--- src/rtl/cpu_ext_loader_pkg.sv ---
`default_nettype none
// ============================================================================
// Module      : cpu_ext_loader_pkg
// Description : Shared types and constants for the cpu external-port loader.
//               State encoding of the loader FSM, memory strides and a helper
//               for 64-bit word address generation.
// Revision    : 1.0 - initial release
// ============================================================================
package cpu_ext_loader_pkg;

    typedef enum logic [2:0] {
        IDLE    = 3'd0,
        LD_I    = 3'd1,
        LD_D    = 3'd2,
        RUN     = 3'd3,
        RD_REQ  = 3'd4,
        RD_WAIT = 3'd5,
        RD_OUT  = 3'd6,
        DONE    = 3'd7
    } state_t;

    localparam int IMEM_STRIDE = 4;
    localparam int DMEM_STRIDE = 8;

    // Byte address of word idx from base; idx is already zero-extended.
    function automatic logic [63:0] word_addr(input logic [63:0] base,
                                              input logic [63:0] idx,
                                              input int          stride);
        return base + idx * 64'(stride);
    endfunction

endpackage
`default_nettype wire

--- src/rtl/cpu_ext_loader_if.sv ---
`default_nettype none
// ============================================================================
// Module      : cpu_ext_loader_if
// Description : Bus bundle between the loader and its environment.
//               s_*       : load stream into the loader
//               m_*       : dump stream out of the loader
//               *_ext     : IMEM external port (32-bit data)
//               *_ext_2   : DMEM external port (64-bit data)
//               master    : loader side; slave : host/cpu side
// Revision    : 1.0 - initial release
// ============================================================================
interface cpu_ext_loader_if;
    logic        s_valid;
    logic        s_ready;
    logic [63:0] s_data;
    logic        m_valid;
    logic        m_ready;
    logic [63:0] m_data;
    logic [63:0] addr_ext;
    logic        wen_ext;
    logic        ren_ext;
    logic [31:0] wdata_ext;
    logic [63:0] addr_ext_2;
    logic        wen_ext_2;
    logic        ren_ext_2;
    logic [63:0] wdata_ext_2;
    logic [63:0] rdata_ext_2;

    modport master (
        input  s_valid, s_data, m_ready, rdata_ext_2,
        output s_ready, m_valid, m_data,
        output addr_ext, wen_ext, ren_ext, wdata_ext,
        output addr_ext_2, wen_ext_2, ren_ext_2, wdata_ext_2
    );

    modport slave (
        output s_valid, s_data, m_ready, rdata_ext_2,
        input  s_ready, m_valid, m_data,
        input  addr_ext, wen_ext, ren_ext, wdata_ext,
        input  addr_ext_2, wen_ext_2, ren_ext_2, wdata_ext_2
    );
endinterface
`default_nettype wire

--- src/rtl/cpu_ext_loader_out_reg.sv ---
`default_nettype none
// ============================================================================
// Module      : cpu_ext_loader_out_reg
// Description : Holding register for the dump stream.
//               clk, arst_n : clock, synchronous active-low reset
//               load        : capture load_data and raise valid
//               load_data   : DMEM read data
//               take        : downstream accepted the held word
//               valid, data : registered stream outputs; data is only
//                             overwritten by load, so it stays stable while
//                             valid is waiting for ready
// Revision    : 1.0 - initial release
// ============================================================================
module cpu_ext_loader_out_reg (
    input  logic        clk,
    input  logic        arst_n,
    input  logic        load,
    input  logic [63:0] load_data,
    input  logic        take,
    output logic        valid,
    output logic [63:0] data
);

    always_ff @(posedge clk) begin
        if (!arst_n) begin
            valid <= 1'b0;
            data  <= 64'd0;
        end else if (load) begin
            valid <= 1'b1;
            data  <= load_data;
        end else if (take) begin
            valid <= 1'b0;
        end
    end

endmodule
`default_nettype wire

--- src/rtl/cpu_ext_loader.sv ---
`default_nettype none
// ============================================================================
// Module      : cpu_ext_loader
// Description : Host-side initiator for the cpu external memory ports.
//               Loads IMEM then DMEM from the s_* stream, runs the core for a
//               programmed number of cycles, then dumps DMEM on the m_* stream.
//               clk, arst_n   : clock, synchronous active-low reset
//               start         : begin an operation (sampled in IDLE only)
//               imem_words,
//               dmem_words,
//               run_cycles,
//               dump_words    : phase lengths, latched on start
//               enable        : cpu run enable
//               busy, done    : status; done pulses on DONE -> IDLE
//               bus           : streams and external memory ports
// Revision    : 1.0 - initial release
// ============================================================================
module cpu_ext_loader
    import cpu_ext_loader_pkg::*;
#(
    parameter int          CNT_W     = 16,
    parameter logic [63:0] IMEM_BASE = 64'd0,
    parameter logic [63:0] DMEM_BASE = 64'd0
) (
    input  logic             clk,
    input  logic             arst_n,
    input  logic             start,
    input  logic [CNT_W-1:0] imem_words,
    input  logic [CNT_W-1:0] dmem_words,
    input  logic [CNT_W-1:0] run_cycles,
    input  logic [CNT_W-1:0] dump_words,
    output logic             enable,
    output logic             busy,
    output logic             done,
    cpu_ext_loader_if.master bus
);

    state_t           state, state_next;
    logic [CNT_W-1:0] idx, run_cnt;
    logic [CNT_W-1:0] imem_n, dmem_n, run_n, dump_n;
    logic [CNT_W-1:0] cur_imem, cur_dmem, cur_run, cur_dump, limit;
    state_t           st_from_idle, st_after_ld_i, st_after_ld_d, st_after_run;
    logic             idx_last, run_last, beat, take, load_out;

    // In IDLE the counts are being latched this very cycle, so the skip
    // chain must look at the live inputs rather than the stale registers.
    assign cur_imem = (state == IDLE) ? imem_words : imem_n;
    assign cur_dmem = (state == IDLE) ? dmem_words : dmem_n;
    assign cur_run  = (state == IDLE) ? run_cycles : run_n;
    assign cur_dump = (state == IDLE) ? dump_words : dump_n;

    // Zero-count phases are skipped in the same cycle they would be entered.
    assign st_after_run  = (cur_dump != '0) ? RD_REQ : DONE;
    assign st_after_ld_d = (cur_run  != '0) ? RUN    : st_after_run;
    assign st_after_ld_i = (cur_dmem != '0) ? LD_D   : st_after_ld_d;
    assign st_from_idle  = (cur_imem != '0) ? LD_I   : st_after_ld_i;

    assign limit    = (state == LD_I) ? imem_n : (state == LD_D) ? dmem_n : dump_n;
    assign idx_last = (idx + CNT_W'(1)) == limit;
    assign run_last = (run_cnt + CNT_W'(1)) == run_n;

    assign beat = bus.s_valid && bus.s_ready;
    assign take = (state == RD_OUT) && bus.m_valid && bus.m_ready;

    assign busy        = (state != IDLE);
    assign done        = (state == DONE);
    assign bus.ren_ext = 1'b0;

    always_comb begin
        state_next      = state;
        enable          = 1'b0;
        load_out        = 1'b0;
        bus.s_ready     = 1'b0;
        bus.wen_ext     = 1'b0;
        bus.addr_ext    = 64'd0;
        bus.wdata_ext   = 32'd0;
        bus.wen_ext_2   = 1'b0;
        bus.ren_ext_2   = 1'b0;
        bus.addr_ext_2  = 64'd0;
        bus.wdata_ext_2 = 64'd0;
        case (state)
            IDLE: begin
                if (start) state_next = st_from_idle;
            end
            LD_I: begin
                bus.s_ready = 1'b1;
                if (bus.s_valid) begin
                    bus.wen_ext   = 1'b1;
                    bus.addr_ext  = word_addr(IMEM_BASE, 64'(idx), IMEM_STRIDE);
                    bus.wdata_ext = bus.s_data[31:0];
                    if (idx_last) state_next = st_after_ld_i;
                end
            end
            LD_D: begin
                bus.s_ready = 1'b1;
                if (bus.s_valid) begin
                    bus.wen_ext_2   = 1'b1;
                    bus.addr_ext_2  = word_addr(DMEM_BASE, 64'(idx), DMEM_STRIDE);
                    bus.wdata_ext_2 = bus.s_data;
                    if (idx_last) state_next = st_after_ld_d;
                end
            end
            RUN: begin
                enable = 1'b1;
                if (run_last) state_next = st_after_run;
            end
            RD_REQ: begin
                bus.ren_ext_2  = 1'b1;
                bus.addr_ext_2 = word_addr(DMEM_BASE, 64'(idx), DMEM_STRIDE);
                state_next     = RD_WAIT;
            end
            RD_WAIT: begin
                load_out   = 1'b1;
                state_next = RD_OUT;
            end
            RD_OUT: begin
                if (take) state_next = idx_last ? DONE : RD_REQ;
            end
            DONE: begin
                state_next = IDLE;
            end
            default: state_next = IDLE;
        endcase
        // A reset held low blocks memory strobes in the cycle it is asserted,
        // so an abort never lets one more word slip into memory.
        if (!arst_n) begin
            bus.s_ready   = 1'b0;
            bus.wen_ext   = 1'b0;
            bus.wen_ext_2 = 1'b0;
            bus.ren_ext_2 = 1'b0;
        end
    end

    always_ff @(posedge clk) begin
        if (!arst_n) begin
            state   <= IDLE;
            idx     <= '0;
            run_cnt <= '0;
            imem_n  <= '0;
            dmem_n  <= '0;
            run_n   <= '0;
            dump_n  <= '0;
        end else begin
            state <= state_next;
            if (state == IDLE && start) begin
                imem_n <= imem_words;
                dmem_n <= dmem_words;
                run_n  <= run_cycles;
                dump_n <= dump_words;
            end
            // idx returns to 0 on the last beat of each phase, so every
            // phase is entered with a cleared index.
            case (state)
                LD_I, LD_D: if (beat) idx <= idx_last ? '0 : idx + CNT_W'(1);
                RD_OUT:     if (take) idx <= idx_last ? '0 : idx + CNT_W'(1);
                IDLE:       idx <= '0;
                default:    idx <= idx;
            endcase
            if (state == RUN) run_cnt <= run_last ? '0 : run_cnt + CNT_W'(1);
            else              run_cnt <= '0;
        end
    end

    cpu_ext_loader_out_reg u_out_reg (
        .clk       (clk),
        .arst_n    (arst_n),
        .load      (load_out),
        .load_data (bus.rdata_ext_2),
        .take      (take),
        .valid     (bus.m_valid),
        .data      (bus.m_data)
    );

endmodule
`default_nettype wire
--- src/flat_wrapper.sv ---
// flat-port wrapper written by rule: the top's interface ports become plain ports
module cpu_ext_loader_flat import cpu_ext_loader_pkg::*;
#(
    parameter int          CNT_W     = 16,
    parameter logic [63:0] IMEM_BASE = 64'd0,
    parameter logic [63:0] DMEM_BASE = 64'd0
)
  (clk, arst_n, start, imem_words, dmem_words, run_cycles, dump_words, enable, busy, done, bus_s_valid, bus_s_data, bus_m_ready, bus_rdata_ext_2, bus_s_ready, bus_m_valid, bus_m_data, bus_addr_ext, bus_wen_ext, bus_ren_ext, bus_wdata_ext, bus_addr_ext_2, bus_wen_ext_2, bus_ren_ext_2, bus_wdata_ext_2);
  cpu_ext_loader_if bus_i ();
  input  logic clk;
  input  logic arst_n;
  input  logic start;
  input  logic [CNT_W-1:0] imem_words;
  input  logic [CNT_W-1:0] dmem_words;
  input  logic [CNT_W-1:0] run_cycles;
  input  logic [CNT_W-1:0] dump_words;
  output logic enable;
  output logic busy;
  output logic done;
  input wire logic [$bits(bus_i.s_valid)-1:0] bus_s_valid;
  input wire logic [$bits(bus_i.s_data)-1:0] bus_s_data;
  input wire logic [$bits(bus_i.m_ready)-1:0] bus_m_ready;
  input wire logic [$bits(bus_i.rdata_ext_2)-1:0] bus_rdata_ext_2;
  output wire logic [$bits(bus_i.s_ready)-1:0] bus_s_ready;
  output wire logic [$bits(bus_i.m_valid)-1:0] bus_m_valid;
  output wire logic [$bits(bus_i.m_data)-1:0] bus_m_data;
  output wire logic [$bits(bus_i.addr_ext)-1:0] bus_addr_ext;
  output wire logic [$bits(bus_i.wen_ext)-1:0] bus_wen_ext;
  output wire logic [$bits(bus_i.ren_ext)-1:0] bus_ren_ext;
  output wire logic [$bits(bus_i.wdata_ext)-1:0] bus_wdata_ext;
  output wire logic [$bits(bus_i.addr_ext_2)-1:0] bus_addr_ext_2;
  output wire logic [$bits(bus_i.wen_ext_2)-1:0] bus_wen_ext_2;
  output wire logic [$bits(bus_i.ren_ext_2)-1:0] bus_ren_ext_2;
  output wire logic [$bits(bus_i.wdata_ext_2)-1:0] bus_wdata_ext_2;
  assign bus_i.s_valid = bus_s_valid;
  assign bus_i.s_data = bus_s_data;
  assign bus_i.m_ready = bus_m_ready;
  assign bus_i.rdata_ext_2 = bus_rdata_ext_2;
  assign bus_s_ready = bus_i.s_ready;
  assign bus_m_valid = bus_i.m_valid;
  assign bus_m_data = bus_i.m_data;
  assign bus_addr_ext = bus_i.addr_ext;
  assign bus_wen_ext = bus_i.wen_ext;
  assign bus_ren_ext = bus_i.ren_ext;
  assign bus_wdata_ext = bus_i.wdata_ext;
  assign bus_addr_ext_2 = bus_i.addr_ext_2;
  assign bus_wen_ext_2 = bus_i.wen_ext_2;
  assign bus_ren_ext_2 = bus_i.ren_ext_2;
  assign bus_wdata_ext_2 = bus_i.wdata_ext_2;
  cpu_ext_loader #(.CNT_W(CNT_W), .IMEM_BASE(IMEM_BASE), .DMEM_BASE(DMEM_BASE)) u_core (.clk(clk), .arst_n(arst_n), .start(start), .imem_words(imem_words), .dmem_words(dmem_words), .run_cycles(run_cycles), .dump_words(dump_words), .enable(enable), .busy(busy), .done(done), .bus(bus_i));
endmodule
--- config.mk ---
export PLATFORM = sky130hd
export DESIGN_NAME = cpu_ext_loader_flat
export DESIGN_NICKNAME = d
export VERILOG_FILES = /design/src/rtl/cpu_ext_loader_pkg.sv /design/src/rtl/cpu_ext_loader_if.sv /design/src/rtl/cpu_ext_loader_out_reg.sv /design/src/rtl/cpu_ext_loader.sv /design/src/flat_wrapper.sv
export SDC_FILE = /design/constraint.sdc
export NUM_CORES = 1
export LEC_CHECK = 0
export CAP_MARGIN = 40
export CORE_AREA = 2 2 193 195
export CTS_CLUSTER_DIAMETER = 30
export DETAILED_ROUTE_END_ITERATION = 10
export DIE_AREA = 0 0 195 197
export SETUP_SLACK_MARGIN = 0.3
export SLEW_MARGIN = 25
export SYNTH_ARGS = -nofsm -noshare
export SYNTH_HDL_FRONTEND = slang
export SYNTH_HIERARCHICAL = 1
export SYNTH_SLANG_ARGS = --single-unit
--- constraint.sdc ---
create_clock -name clk -period 3.5 [get_ports clk]
set_input_delay 0.35 -clock clk [delete_from_list [all_inputs] [get_ports clk]]
set_output_delay 0.35 -clock clk [all_outputs]
set_load 0.01 [all_outputs]
==> results of run 1 <==
==> registers in the layout (all words and copies together) (netlist names) <==
register                cells
u_core/u_out_reg/data      64
u_core/dmem_n              16
u_core/dump_n              16
u_core/idx                 16
u_core/imem_n              16
u_core/run_cnt             16
u_core/run_n               16
u_core/state                3
u_core/u_out_reg/valid      1
==> metrics by stage <==
step	instances	utilization (%)	power (µW)	setup WS (ps)
2_1_floorplan	1288	-	3930	482
3_3_place_gp	1999	37.9	4900	249
3_5_place_dp	1999	37.9	4920	172
4_1_cts	2031	39.5	6830	302
5_1_grt	2038	39.8	7240	265
6_report	2040	39.8	6870	407
==> layer usage <==
layer / vias to the layer above / wire length, µm
li1: 4630 / -
met1: 4477 / 16500
met2: 363 / 22200
met3: 49 / 2350
met4: 8 / 602
met5: - / 47
==> area by class of cell <==
class                   count  area (µm²)
clock inverters            14         140
fillers                  3663       21800
clock buffers              18         429
flip-flops and latches    164        3300
well taps                 468         586
diodes                      2        5.00
multi-input cells         935        5690
inverters                  11        41.3
repair buffers            428        4240
==> cell usage in the layout (no fill, tap or decap), types with 15 or more instances in the layout <==
cell type	netlist	final
dfxtp_1	164	155
nor4_1	34	32
nand3_1	19	17
o21ai_0	17	17
mux2i_1	67	67
conb_1	1	97
clkdlybuf4s50_1	0	395
nand4_1	15	15
a21oi_1	87	87
nor2_1	35	33
nand2_1	161	161
nor2b_1	70	69
buf_4	104	29
xnor2_1	31	31
and2_1	131	130
clkbuf_16	0	17
==> worst paths after layout <==
check,start,end,slack (ps),depth (start not counted)
setup / recovery,u_core/idx[3]$_SDFFE_PN0P_,u_core/idx[14]$_SDFFE_PN0P_,410,9
hold / removal,arst_n,u_core/state[0]$_SDFFE_PN0P_,320,3
setup reg to reg,u_core/idx[3]$_SDFFE_PN0P_,u_core/idx[14]$_SDFFE_PN0P_,410,9
hold reg to reg,u_core/imem_n[4]$_SDFFE_PN0P_,u_core/imem_n[4]$_SDFFE_PN0P_,460,2
==> kinds of logic after synthesis <==
| kind of cell | after synthesis |
|---|---|
| DFF | 164 |
| xor gates and xnor gates | 46 |
| and+or+nand+nor | 530 |
| other | 1 |
| AOI/OAI and AO/OA | 193 |
| buffers and inverters | 189 |
| adders and majority gates | 2 |
| muxes | 67 |
==> power by group <==
group | internal [µW] | leakage, µW | switching (µW) | total, µW
combinational | 1250 | 0.00351 | 1490 | 2730
sequential | 2040 | 0.00134 | 224 | 2260
clock | 946 | 0.000271 | 938 | 1880
==> what timing repair did <==
item,CTS,global route
setup buffers,0,7
pin swaps,0,4
resized for setup,7,14
setup endpoints to repair,133,65
==> critical path: cells and delay by family, from the launching register on <==
kind	cells	cell delay, ps
flip-flops	1	560
AND/OR/NAND/NOR	7	2030
AO/OA/AOI/OAI	2	380
==> results by group, run 1 <==
Run status
  – Status: finished clean

Hold path
  – Hold Crit Class: in -> reg

Global routing
  – Met1 Resource Use GR: 24.2%
  – Grt peak-use layer: met2
  – GR Overflow Total: 0
  – Vias in the first global route: 9,196
  – Largest net degree at the start of global routing: 72
  – Initial antenna violation count: 12
  – GR Layer Usage met3: 4.72%
  – M2 GR Usage: 39.4%
  – GRT Total Usage: 21.0%
  – First-pass GRT wire length: 60,000 µm

Critical path
  – Crit path cell chain: nand3_4, or4_1, o211ai_1, nand4_1, nor4_4, nand4_4, and3_4, and3_1, a211o_1
  – Max incr delay on CP: 570 ps
  – Setup crit start kind: flip-flop
  – CP arrival: 3420 ps
  – CP Data Required Time: 3830 ps
  – Worst Setup End Kind: flip-flop
  – Setup CP Type: reg -> reg
  – CP Max Fanout: 11
  – CP max-delay cell: or4_1

Routing
  – DRT iter0 DRCs: 778
  – Antenna viol nets, final: 0
  – Vias: 9,527
  – Drt pass-1 iters: 6
  – DRC errors left: 0
  – Vias/cell: 4.67
  – Avg WL per Cell: 20.4 µm
  – Final WL: 41,600 µm

Synth
  – Post-Synth XOR/XNOR Area: 4.32%
  – Synth unique cells: 72
  – Post-synth EDFFs: 0
  – Synth Area in Compound Gates: 12.6%
  – Synth Area in Simple Gates: 29.7%
  – Post-Synth Adder-Cell Area: 0.257%
  – Post-synth top area share: 33.7%
  – Largest area contributor in the netlist: dfxtp_1
  – Async SR Flop Fraction: 0%
  – Top_reg_cell synth: dfxtp_1
  – Mean Syn Cell Area: 8.18 µm²
  – Multiplexer area fraction after synthesis: 6.88%
  – Most frequent cell after synthesis: dfxtp_1
  – Synth Register Bits: 164
  – Largest cells by area after synthesis: dfxtp_1 (34%), and2_1 (8.4%), buf_4 (8.0%)
  – Synth warn: 6
  – Post-synthesis sequential area ratio: 33.7%
  – Synthesized area: 0.00975 mm²
  – Post-synth top cells: dfxtp_1 (164), nand2_1 (161), and2_1 (131), buf_4 (104), a21oi_1 (87)
  – Cell count after synthesis: 1,192
  – Main combinational cell family by area after synthesis: simple AND/OR/NAND/NOR gates

Finish
  – Finished Cell Area: 0.0144 mm²
  – Final #Nets: 1,756
  – Share of cells above drive strength 1: 6.37%
  – P&R area growth vs syn: 47.9%

Pwr
  – Pwr/cell area: 477 mW/mm²
  – LEAKAGE: 0.00511 µW
  – Worst vdd ir: 0.335 mV

STA
  – Slew @ Worst Pin: 750 ps
  – Fin crit period: 3090 ps
  – Tcrit/Tclk final: 88.4%
  – Final setup vio count: 0
  – Final hold slack: 322 ps
  – Fmax: 323 MHz
  – TNS Setup: 0 ps
  – Final Hold Viols: 0
  – Clock skew: 9.90 ps
  – Max-slew headroom: 49.8%
  – RSZ-0062 raised after global routing: yes
  – Max Slew Vio Count: 0

Placed design
  – GPL Wtd Cong: 0.927
  – I/O Buffers: 396
  – Post-detail-place hpwl: 33,100 µm
  – Dpl cell area: 0.0137 mm²

Die
  – # IOs: 494
  – Die width: 195 µm
  – Initial Utilization: 26.9%
  – Core Region: 0.0363 mm²
  – Die Y: 197 µm
  – Row count: 70
  – DIE AREA: 0.0384 mm²

Run
  – Max cap viols: 0

CTS
  – CTS Hold Buffers Added: 0
  – Clock Path Buffers: 2
  – Register clock-pin slew on the reported worst setup and hold paths: 80 ps
  – CTS sink count: 164
  – Clk Latency, worst-skew pair: 440 ps
  – Root buf cell: clkbuf_16
  – H-tree Lvls: 4
  – CTS tree: yes
  – CTS Buf Count: 17
Power figures use the tool's default switching activity.
==> inputs of run 2 (changes only) <==
--- a/config.mk
+++ b/config.mk
@@ -5,7 +5,7 @@
 export SDC_FILE = /design/constraint.sdc
 export NUM_CORES = 1
 export LEC_CHECK = 0
-export CAP_MARGIN = 40
+export CAP_MARGIN = 20
 export CORE_AREA = 2 2 193 195
 export CTS_CLUSTER_DIAMETER = 30
 export DETAILED_ROUTE_END_ITERATION = 10
==> results of run 2 <==
Final layout, timing and power as in run 1 (identical DEF).
